`config.mk`:
```
export PLATFORM = sky130hd
export DESIGN_NAME = pipe_controller
export DESIGN_NICKNAME = d
export VERILOG_FILES = /design/src/rtl/ctrl_pkg.sv /design/src/rtl/alu_decoder.sv /design/src/rtl/pipe_controller.sv
export SDC_FILE = /design/constraint.sdc
export NUM_CORES = 1
export LEC_CHECK = 0
export ABC_AREA = 1
export ABC_CLOCK_PERIOD_IN_PS = 3200
export BUFFER_PORTS_ARGS = -buffer_cell sky130_fd_sc_hd__buf_2
export CAP_MARGIN = 5
export CORE_MARGIN = 5
export CORE_UTILIZATION = 40
export DETAILED_ROUTE_END_ITERATION = 8
export GPL_TIMING_DRIVEN = 0
export PLACE_DENSITY = 0.66
export SETUP_SLACK_MARGIN = 0.1
export SLEW_MARGIN = 5
export SYNTH_ARGS = -nofsm -noshare
export SYNTH_HDL_FRONTEND = slang
export SYNTH_SLANG_ARGS = --single-unit
```
`constraint.sdc`:
```
create_clock -name clk -period 3.2 [get_ports clk]
set_input_delay 0.32 -clock clk [delete_from_list [all_inputs] [get_ports clk]]
set_output_delay 0.32 -clock clk [all_outputs]
set_load 0.03 [all_outputs]
```
`src/rtl/ctrl_pkg.sv`:
```
// Shared encodings for the pipelined control unit: opcodes, mux selects,
// ALU operations and branch conditions.
package ctrl_pkg;

    localparam logic [6:0] OP_LOAD   = 7'b0000011;
    localparam logic [6:0] OP_STORE  = 7'b0100011;
    localparam logic [6:0] OP_RTYPE  = 7'b0110011;
    localparam logic [6:0] OP_IALU   = 7'b0010011;
    localparam logic [6:0] OP_BRANCH = 7'b1100011;
    localparam logic [6:0] OP_JAL    = 7'b1101111;
    localparam logic [6:0] OP_JALR   = 7'b1100111;
    localparam logic [6:0] OP_LUI    = 7'b0110111;
    localparam logic [6:0] OP_AUIPC  = 7'b0010111;
    localparam logic [6:0] OP_BUBBLE = 7'b0000000;

    localparam logic [2:0] IMM_I = 3'b000;
    localparam logic [2:0] IMM_S = 3'b001;
    localparam logic [2:0] IMM_B = 3'b010;
    localparam logic [2:0] IMM_J = 3'b011;
    localparam logic [2:0] IMM_U = 3'b100;

    localparam logic [1:0] RES_ALU = 2'b00;
    localparam logic [1:0] RES_MEM = 2'b01;
    localparam logic [1:0] RES_PC4 = 2'b10;
    localparam logic [1:0] RES_IMM = 2'b11;

    localparam logic [1:0] SRCA_RS1  = 2'b00;
    localparam logic [1:0] SRCA_ZERO = 2'b01;
    localparam logic [1:0] SRCA_PC   = 2'b10;

    typedef enum logic [3:0] {
        ALU_ADD = 4'b0000,
        ALU_SUB = 4'b0001,
        ALU_AND = 4'b0010,
        ALU_OR  = 4'b0011,
        ALU_XOR = 4'b0100,
        ALU_SLT = 4'b0101,
        ALU_SLL = 4'b0110,
        ALU_SRL = 4'b0111,
        ALU_SRA = 4'b1000
    } alu_op_t;

    localparam logic [2:0] BR_EQ  = 3'b000;
    localparam logic [2:0] BR_NE  = 3'b001;
    localparam logic [2:0] BR_LT  = 3'b100;
    localparam logic [2:0] BR_GE  = 3'b101;
    localparam logic [2:0] BR_LTU = 3'b110;
    localparam logic [2:0] BR_GEU = 3'b111;

    // Everything the Execute stage needs from Decode.
    typedef struct packed {
        logic       reg_write;
        logic       mem_write;
        logic       branch;
        logic       jump;
        logic       jalr;
        logic [1:0] result_src;
        logic [1:0] alu_src_a;
        logic       alu_src_b;
        logic [3:0] alu_ctrl;
        logic [2:0] br_funct3;
        logic       illegal;
    } ctrl_t;

endpackage

```
`src/rtl/alu_decoder.sv`:
```
// funct3/funct7-driven ALU operation decode; flags funct3 values with no
// operation at the configured ALUControl width.
module alu_decoder
    import ctrl_pkg::*;
#(
    parameter int ALU_CTRL_W = 4
) (
    input  logic [2:0]            funct3,
    input  logic                  funct7b5,
    input  logic                  op5,
    output logic [ALU_CTRL_W-1:0] alu_op,
    output logic                  funct_illegal
);

    alu_op_t    op;
    logic       is_shift;
    logic [3:0] op_bits;

    always_comb begin
        op            = ALU_ADD;
        is_shift      = 1'b0;
        funct_illegal = 1'b0;
        case (funct3)
            3'b000: op = (funct7b5 && op5) ? ALU_SUB : ALU_ADD;
            3'b001: begin op = ALU_SLL; is_shift = 1'b1; end
            3'b010: op = ALU_SLT;
            3'b100: op = ALU_XOR;
            3'b101: begin op = funct7b5 ? ALU_SRA : ALU_SRL; is_shift = 1'b1; end
            3'b110: op = ALU_OR;
            3'b111: op = ALU_AND;
            default: funct_illegal = 1'b1;
        endcase
        // Shift encodings do not fit in a 3-bit ALUControl.
        if (ALU_CTRL_W == 3 && is_shift) begin
            funct_illegal = 1'b1;
        end
    end

    assign op_bits = op;
    assign alu_op  = op_bits[ALU_CTRL_W-1:0];

endmodule

```
`src/rtl/pipe_controller.sv`:
```
// Pipelined control unit: decodes in D and carries controls through the
// E, M and W registers; illegal instructions pulse IllegalW in Writeback.
module pipe_controller
    import ctrl_pkg::*;
#(
    parameter int ALU_CTRL_W     = 4,
    parameter bit EN_JALR        = 1'b1,
    parameter bit EN_AUIPC       = 1'b1,
    parameter bit EN_FULL_BRANCH = 1'b1
) (
    input  logic                  clk,
    input  logic                  rst,
    input  logic [6:0]            OpD,
    input  logic [2:0]            Funct3D,
    input  logic                  Funct7b5D,
    input  logic                  FlushE,
    input  logic                  ZeroE,
    input  logic                  LtE,
    input  logic                  LtuE,
    output logic [2:0]            ImmSrcD,
    output logic [1:0]            ALUSrcAE,
    output logic                  ALUSrcBE,
    output logic [ALU_CTRL_W-1:0] ALUControlE,
    output logic                  PCSrcE,
    output logic                  JalrE,
    output logic [1:0]            ResultSrcE,
    output logic                  RegWriteM,
    output logic                  MemWriteM,
    output logic [1:0]            ResultSrcM,
    output logic                  RegWriteW,
    output logic [1:0]            ResultSrcW,
    output logic                  IllegalW,
    output logic                  IllegalSeen
);

    ctrl_t                 dec;
    ctrl_t                 ctrl_e;
    logic [2:0]            imm_src_d;
    logic                  illegal_d;
    logic                  branch_ok;
    logic [ALU_CTRL_W-1:0] funct_op;
    logic                  funct_illegal;
    logic                  taken_e;

    logic                  reg_write_m;
    logic                  mem_write_m;
    logic [1:0]            result_src_m;
    logic                  illegal_m;
    logic                  reg_write_w;
    logic [1:0]            result_src_w;
    logic                  illegal_w;
    logic                  illegal_seen;

    alu_decoder #(
        .ALU_CTRL_W(ALU_CTRL_W)
    ) u_alu_decoder (
        .funct3       (Funct3D),
        .funct7b5     (Funct7b5D),
        .op5          (OpD[5]),
        .alu_op       (funct_op),
        .funct_illegal(funct_illegal)
    );

    // beq/bne are always present; the ordered compares only when enabled.
    always_comb begin
        case (Funct3D)
            BR_EQ, BR_NE:                  branch_ok = 1'b1;
            BR_LT, BR_GE, BR_LTU, BR_GEU:  branch_ok = EN_FULL_BRANCH;
            default:                       branch_ok = 1'b0;
        endcase
    end

    always_comb begin
        dec       = '0;
        imm_src_d = IMM_I;
        illegal_d = 1'b0;
        case (OpD)
            OP_LOAD: begin
                dec.reg_write  = 1'b1;
                dec.alu_src_b  = 1'b1;
                dec.result_src = RES_MEM;
                dec.alu_ctrl   = ALU_ADD;
            end
            OP_STORE: begin
                dec.mem_write = 1'b1;
                imm_src_d     = IMM_S;
                dec.alu_src_b = 1'b1;
                dec.alu_ctrl  = ALU_ADD;
            end
            OP_RTYPE: begin
                dec.reg_write = 1'b1;
                dec.alu_ctrl  = 4'(funct_op);
                illegal_d     = funct_illegal;
            end
            OP_IALU: begin
                dec.reg_write = 1'b1;
                dec.alu_src_b = 1'b1;
                dec.alu_ctrl  = 4'(funct_op);
                illegal_d     = funct_illegal;
            end
            OP_BRANCH: begin
                dec.branch    = 1'b1;
                imm_src_d     = IMM_B;
                dec.alu_ctrl  = ALU_SUB;
                dec.br_funct3 = Funct3D;
                illegal_d     = !branch_ok;
            end
            OP_JAL: begin
                dec.reg_write  = 1'b1;
                imm_src_d      = IMM_J;
                dec.result_src = RES_PC4;
                dec.jump       = 1'b1;
            end
            OP_JALR: begin
                dec.reg_write  = 1'b1;
                dec.alu_src_b  = 1'b1;
                dec.result_src = RES_PC4;
                dec.jump       = 1'b1;
                dec.jalr       = 1'b1;
                dec.alu_ctrl   = ALU_ADD;
                illegal_d      = !EN_JALR;
            end
            OP_LUI: begin
                dec.reg_write  = 1'b1;
                imm_src_d      = IMM_U;
                dec.result_src = RES_IMM;
            end
            OP_AUIPC: begin
                dec.reg_write = 1'b1;
                imm_src_d     = IMM_U;
                dec.alu_src_a = SRCA_PC;
                dec.alu_src_b = 1'b1;
                dec.alu_ctrl  = ALU_ADD;
                illegal_d     = !EN_AUIPC;
            end
            OP_BUBBLE: ;
            default: illegal_d = 1'b1;
        endcase
        // An illegal instruction travels as a bubble that only carries its flag.
        if (illegal_d) begin
            dec       = '0;
            imm_src_d = IMM_I;
        end
        dec.illegal = illegal_d;
    end

    always_ff @(posedge clk) begin
        if (rst) begin
            ctrl_e       <= '0;
            reg_write_m  <= 1'b0;
            mem_write_m  <= 1'b0;
            result_src_m <= RES_ALU;
            illegal_m    <= 1'b0;
            reg_write_w  <= 1'b0;
            result_src_w <= RES_ALU;
            illegal_w    <= 1'b0;
            illegal_seen <= 1'b0;
        end else begin
            ctrl_e       <= FlushE ? '0 : dec;
            reg_write_m  <= ctrl_e.reg_write;
            mem_write_m  <= ctrl_e.mem_write;
            result_src_m <= ctrl_e.result_src;
            illegal_m    <= ctrl_e.illegal;
            reg_write_w  <= reg_write_m;
            result_src_w <= result_src_m;
            illegal_w    <= illegal_m;
            // Loaded on the same edge as IllegalW so both rise together.
            illegal_seen <= illegal_seen | illegal_m;
        end
    end

    always_comb begin
        case (ctrl_e.br_funct3)
            BR_EQ:   taken_e = ZeroE;
            BR_NE:   taken_e = !ZeroE;
            BR_LT:   taken_e = LtE;
            BR_GE:   taken_e = !LtE;
            BR_LTU:  taken_e = LtuE;
            BR_GEU:  taken_e = !LtuE;
            default: taken_e = 1'b0;
        endcase
    end

    assign ImmSrcD     = imm_src_d;
    assign ALUSrcAE    = ctrl_e.alu_src_a;
    assign ALUSrcBE    = ctrl_e.alu_src_b;
    assign ALUControlE = ctrl_e.alu_ctrl[ALU_CTRL_W-1:0];
    assign PCSrcE      = ctrl_e.jump | (ctrl_e.branch & taken_e);
    assign JalrE       = ctrl_e.jalr;
    assign ResultSrcE  = ctrl_e.result_src;
    assign RegWriteM   = reg_write_m;
    assign MemWriteM   = mem_write_m;
    assign ResultSrcM  = result_src_m;
    assign RegWriteW   = reg_write_w;
    assign ResultSrcW  = result_src_w;
    assign IllegalW    = illegal_w;
    assign IllegalSeen = illegal_seen;

endmodule

```
Yosys cells after proc, flatten, opt, wreduce, memory -nomap -nowiden
Cells that the tools add are included.
Cells by class
  mux-type cells: 18
  reduce and logical (&&, ||, !) cells: 19
  bitwise gates (word level): 4
  eq/ne operators: 20
Operators with widths (number)
  $pmux W4 S7: 1
  $eq A3 B3 Y1 const B: 8
  $eq A7 B6 Y1 const B: 3
  $eq A7 B7 Y1 const B: 3
  $reduce_or A7 Y1: 3
  $eq A7 B5 Y1 const B: 2
  $pmux W3 S4: 1
  $mux W1: 9
  $pmux W4 S2: 1
  $reduce_or A2 Y1: 4
  $eq A7 B2 Y1 const B: 1
  $logic_not A7 Y1: 1
  $eq A3 B1 Y1 const B: 2
  $logic_not A3 Y1: 2
  $pmux W1 S6: 1
  $pmux W2 S3: 1
  $reduce_or A6 Y1: 1
  $reduce_or A5 Y1: 1
  $logic_not A1 Y1: 4
  $mux W4: 1
  $reduce_or A4 Y1: 1
  $eq A3 B2 Y1 const B: 1
  $mux W3: 1
  $pmux W1 S3: 1
  6 further kinds: 7
Storage, ports and cells
  bits in registers: 28
  word-level logic and storage cells: 80
  output and inout bits: 23

Longest topological paths before layout
  depth in word-level cells: 6
  depth in mapped cells: 10
  mapped depth without buffers: 9

Hierarchy
From an unflattened synthesis, not the netlist that was laid out.
Unflattened totals
  cells, all modules: 177
  area total of the unflattened synthesis: 1234.9 sq um
By module, submodules not included
  pipe_controller: instances 1, cells an instance 155, area an instance 1141.1 sq um
  alu_decoder: instances 1, cells an instance 22, area an instance 93.8 sq um

Worst setup path after synthesis
No wires, ideal clock.
  kind: input to output
  start: input port OpD[3]
  end: output port ImmSrcD[1]
  buffers on the path: 0
  slack: 1.198 ns
  arrival time: 1.682 ns
  cell stages on the path: 9
  cell sequence: inv_1 > nand2_1 > nor2_1 > nand3_1 > nand2_1 > nor2_1 > nand2_2 > nand2_1 > a21oi_1
On the way
  cells in the longest elaborated chain, start to end: 4
  elaborated cells on any way between the ends: 16
RTL lines
  from (decl): line pipe_controller.sv:13  | input logic [6:0] OpD,
  $eq A7 B5 Y1, or another cell as far along: line pipe_controller.sv:77  | case (OpD)
  $reduce_or A7 Y1 (no line) / $reduce_or A2 Y1 (equally long branches)
  $pmux W1 S3 / $pmux W3 S4 (equally long branches): line pipe_controller.sv:77
  $mux W3 *: line pipe_controller.sv:140  | if (illegal_d) begin
  to (decl): line pipe_controller.sv:20  | output logic [2:0] ImmSrcD,
Every way passes the cells marked *; elsewhere a longest branch is shown, timed or not.

Worst setup path after layout
Same ends and word-level chain as after synthesis.

==> results by group <==
Power and ir drop
  • Leakage: 0.741 nW
  • PwrDens: 362 nW/um^2
  • Max VDD drop: 0.130 mV
  • Tot Pwr: 0.530 mW

Critical path
  • CP startpoint kind: input pin
  • Max FO, Critical Path: 4
  • Worst Setup End Kind: output pin
  • Worst path arrival time: 1530 ps
  • CP Data Required Time: 2880 ps
  • Worst setup path category: in -> out

Clock network
  • H-tree Lvls: 1
  • Post-CTS resize count: 0
  • CTS tree: yes
  • # Post-CTS Setup Buffers: 0
  • CTS clk-pin slew, worst paths: 130 ps
  • Clock Tree Root: clkbuf_4
  • Num CTS Buffers: 3
  • Clock Sinks: 27
  • Maximum clock insertion buffer count: 2
  • Clock Latency Late Sink: 310 ps
  • Hold-fix buffers, CTS: 0

Routing
  • Wire per inst: 8.77 um
  • Via/cell ratio: 4.20
  • Residual DRC count: 0
  • Antenna-violating nets left: 0
  • WL final: 2100 um
  • Initial DRT Pass Iterations: 4
  • Initial DRC Count: 42
  • Total number of vias: 1,007

Floorplanning
  • Core Region: 2980 um^2
  • Die W: 64.9 um
  • IO Pins: 40
  • Die area: 4210 um^2
  • Row count: 20
  • Die Ht: 64.9 um
  • Initial core utilization: 0.405

Synthesis
  • Post-Syn Nets: 182
  • Top post-synthesis cells by area: dfxtp_1 (45%), nor2_1 (10%), nand2_1 (7.8%)
  • Area leader, netlist: dfxtp_1
  • Ys Warns: 0
  • Synth Instances: 165
  • Synth unique cells: 24
  • Avg Cell Area, Syn: 7.30 um^2
  • Mapped cell area: 1200 um^2
  • Post-synthesis sequential area ratio: 0.449
  • FF+latch count, synth: 27
  • Top-area cell type share of the netlist area: 0.449

Final layout
  • Fin util: 0.492
  • Total Nets Final: 225
  • Finished Layout Cells: 240
  • Synth-to-layout area growth: 21.5%
  • Layout cells sized above 1: 0.348
  • Ant. Diodes: 0
  • Highest-count cells in the layout ignoring fill and taps: buf_2 (38), nor2_1 (32), dfxtp_1 (27)
  • Commonest non-fill, non-tap cell in the layout: buf_2

STA
  • Hold Vio Cnt, Final: 0
  • Fin. max-slew vios: 0
  • Final critical-path share of the clock period: 0.578
  • Max Clock Freq: 541 MHz
  • Setup TNS: 0 ps
  • Final Setup Violations: 0
  • RSZ-0062 raised after global routing: no
  • Tmin final: 1850 ps
  • Final Skew: 1.38 ps

Placement
  • DP HPWL: 1730 um
  • GP Congestion: 0.860
  • IO buf count: 38
  • Dpl cells: 236

Flow run
  • Max capacitance violation total: 0

Worst hold path
  • Worst hold-check path type: in -> reg

Global routing
  • GR Overflow Total: 0
  • Vias in the first global route: 917
  • Initial antenna violation count: 0
  • GR Util All Layers: 0.106
  • First-pass GRT wire length: 3590 um
  • Largest net degree at the start of global routing: 16

Outcome
  • Status: complete, no violations
## critical path, stage by stage
cell and delay [ps]:
buf_2 100, inv_1 80, nand2_1 70, nor2_1 160, nand3_1 140, nand2_1 110
nor2_1 60, nand2_2 90, nand2_1 60, a21oi_1 130, buf_2 220
## Yosys cell counts
cell and instances:
o21ai_0 6, a21oi_2 2, dfxtp_1 27, conb_1 1, nand2_1 25, a21o_1 1
o21a_1 1, nor2_2 13, clkbuf_1 1, nor3_1 2, buf_6 1, nor2_1 32
nand3_2 1, nand2_2 2, inv_2 2, nand4_1 3, a31o_2 1, buf_4 8
inv_1 23, a21oi_1 5, a21boi_0 1, nand3_1 5, nand3b_1 1, xor2_1 1
## layer usage
layer  up-vias  wire, um  GRT usage
li1        579         -          -
met1       399      1040      0.134
met2        27       908      0.175
met3         2       129     0.0139
met4         0        29     0.0554
met5         -         0          0
## cell families (layout without fill, tap and decap cells)
kind of cell,count (synthesis),count (layout),share of synthesized area
xor gates and xnor gates,1,1,0.00727
AOI/OAI and AO/OA,17,17,0.0862
buffers and inverters,35,77,0.140
other,1,1,0.00311
DFF,27,27,0.449
and+or+nand+nor,84,84,0.315
## layout make-up
type	count	area, um^2
fill	288	1510
clock inverter	1	5.00
inverter	25	93.8
tap	33	41.3
timing repair buffer	38	190
sequential	27	541
clock buffer	3	22.5
multi-input combinational	103	495
buffer	10	75.1
## through the flow
step / instance area, um^2 / hold slack [ps] / worst slack [ps]
after floorplan: 1200 / 388 / 1200
after global placement: 1440 / 391 / 1360
after detailed placement: 1440 / 392 / 1350
after CTS: 1460 / 280 / 1350
after global routing: 1460 / 277 / 1140
final: 1460 / 287 / 1350
## path summary, 6_finish.rpt
path	from	end	slack [ps]	cells after the start
min	Funct3D[0]	ctrl_e[1]	290	3
max reg2reg	illegal_m	IllegalSeen	2620	2
min reg2reg	ctrl_e[0]	illegal_m	410	2
max	OpD[3]	ImmSrcD[1]	1350	11
## registers in the layout, summed over array words and instances (netlist names), 2 cells and up
signal and cells:
ALUControlE 4, ResultSrcE 2, ResultSrcM 2, ctrl_e 8
ResultSrcW 2
## power breakdown
part,internal [mW],switching [mW]
Sequential,0.339,0.000812
Combinational,0.0187,0.0342
Clock,0.0466,0.0909
Total,0.404,0.126
Power figures use the tool's default switching activity.
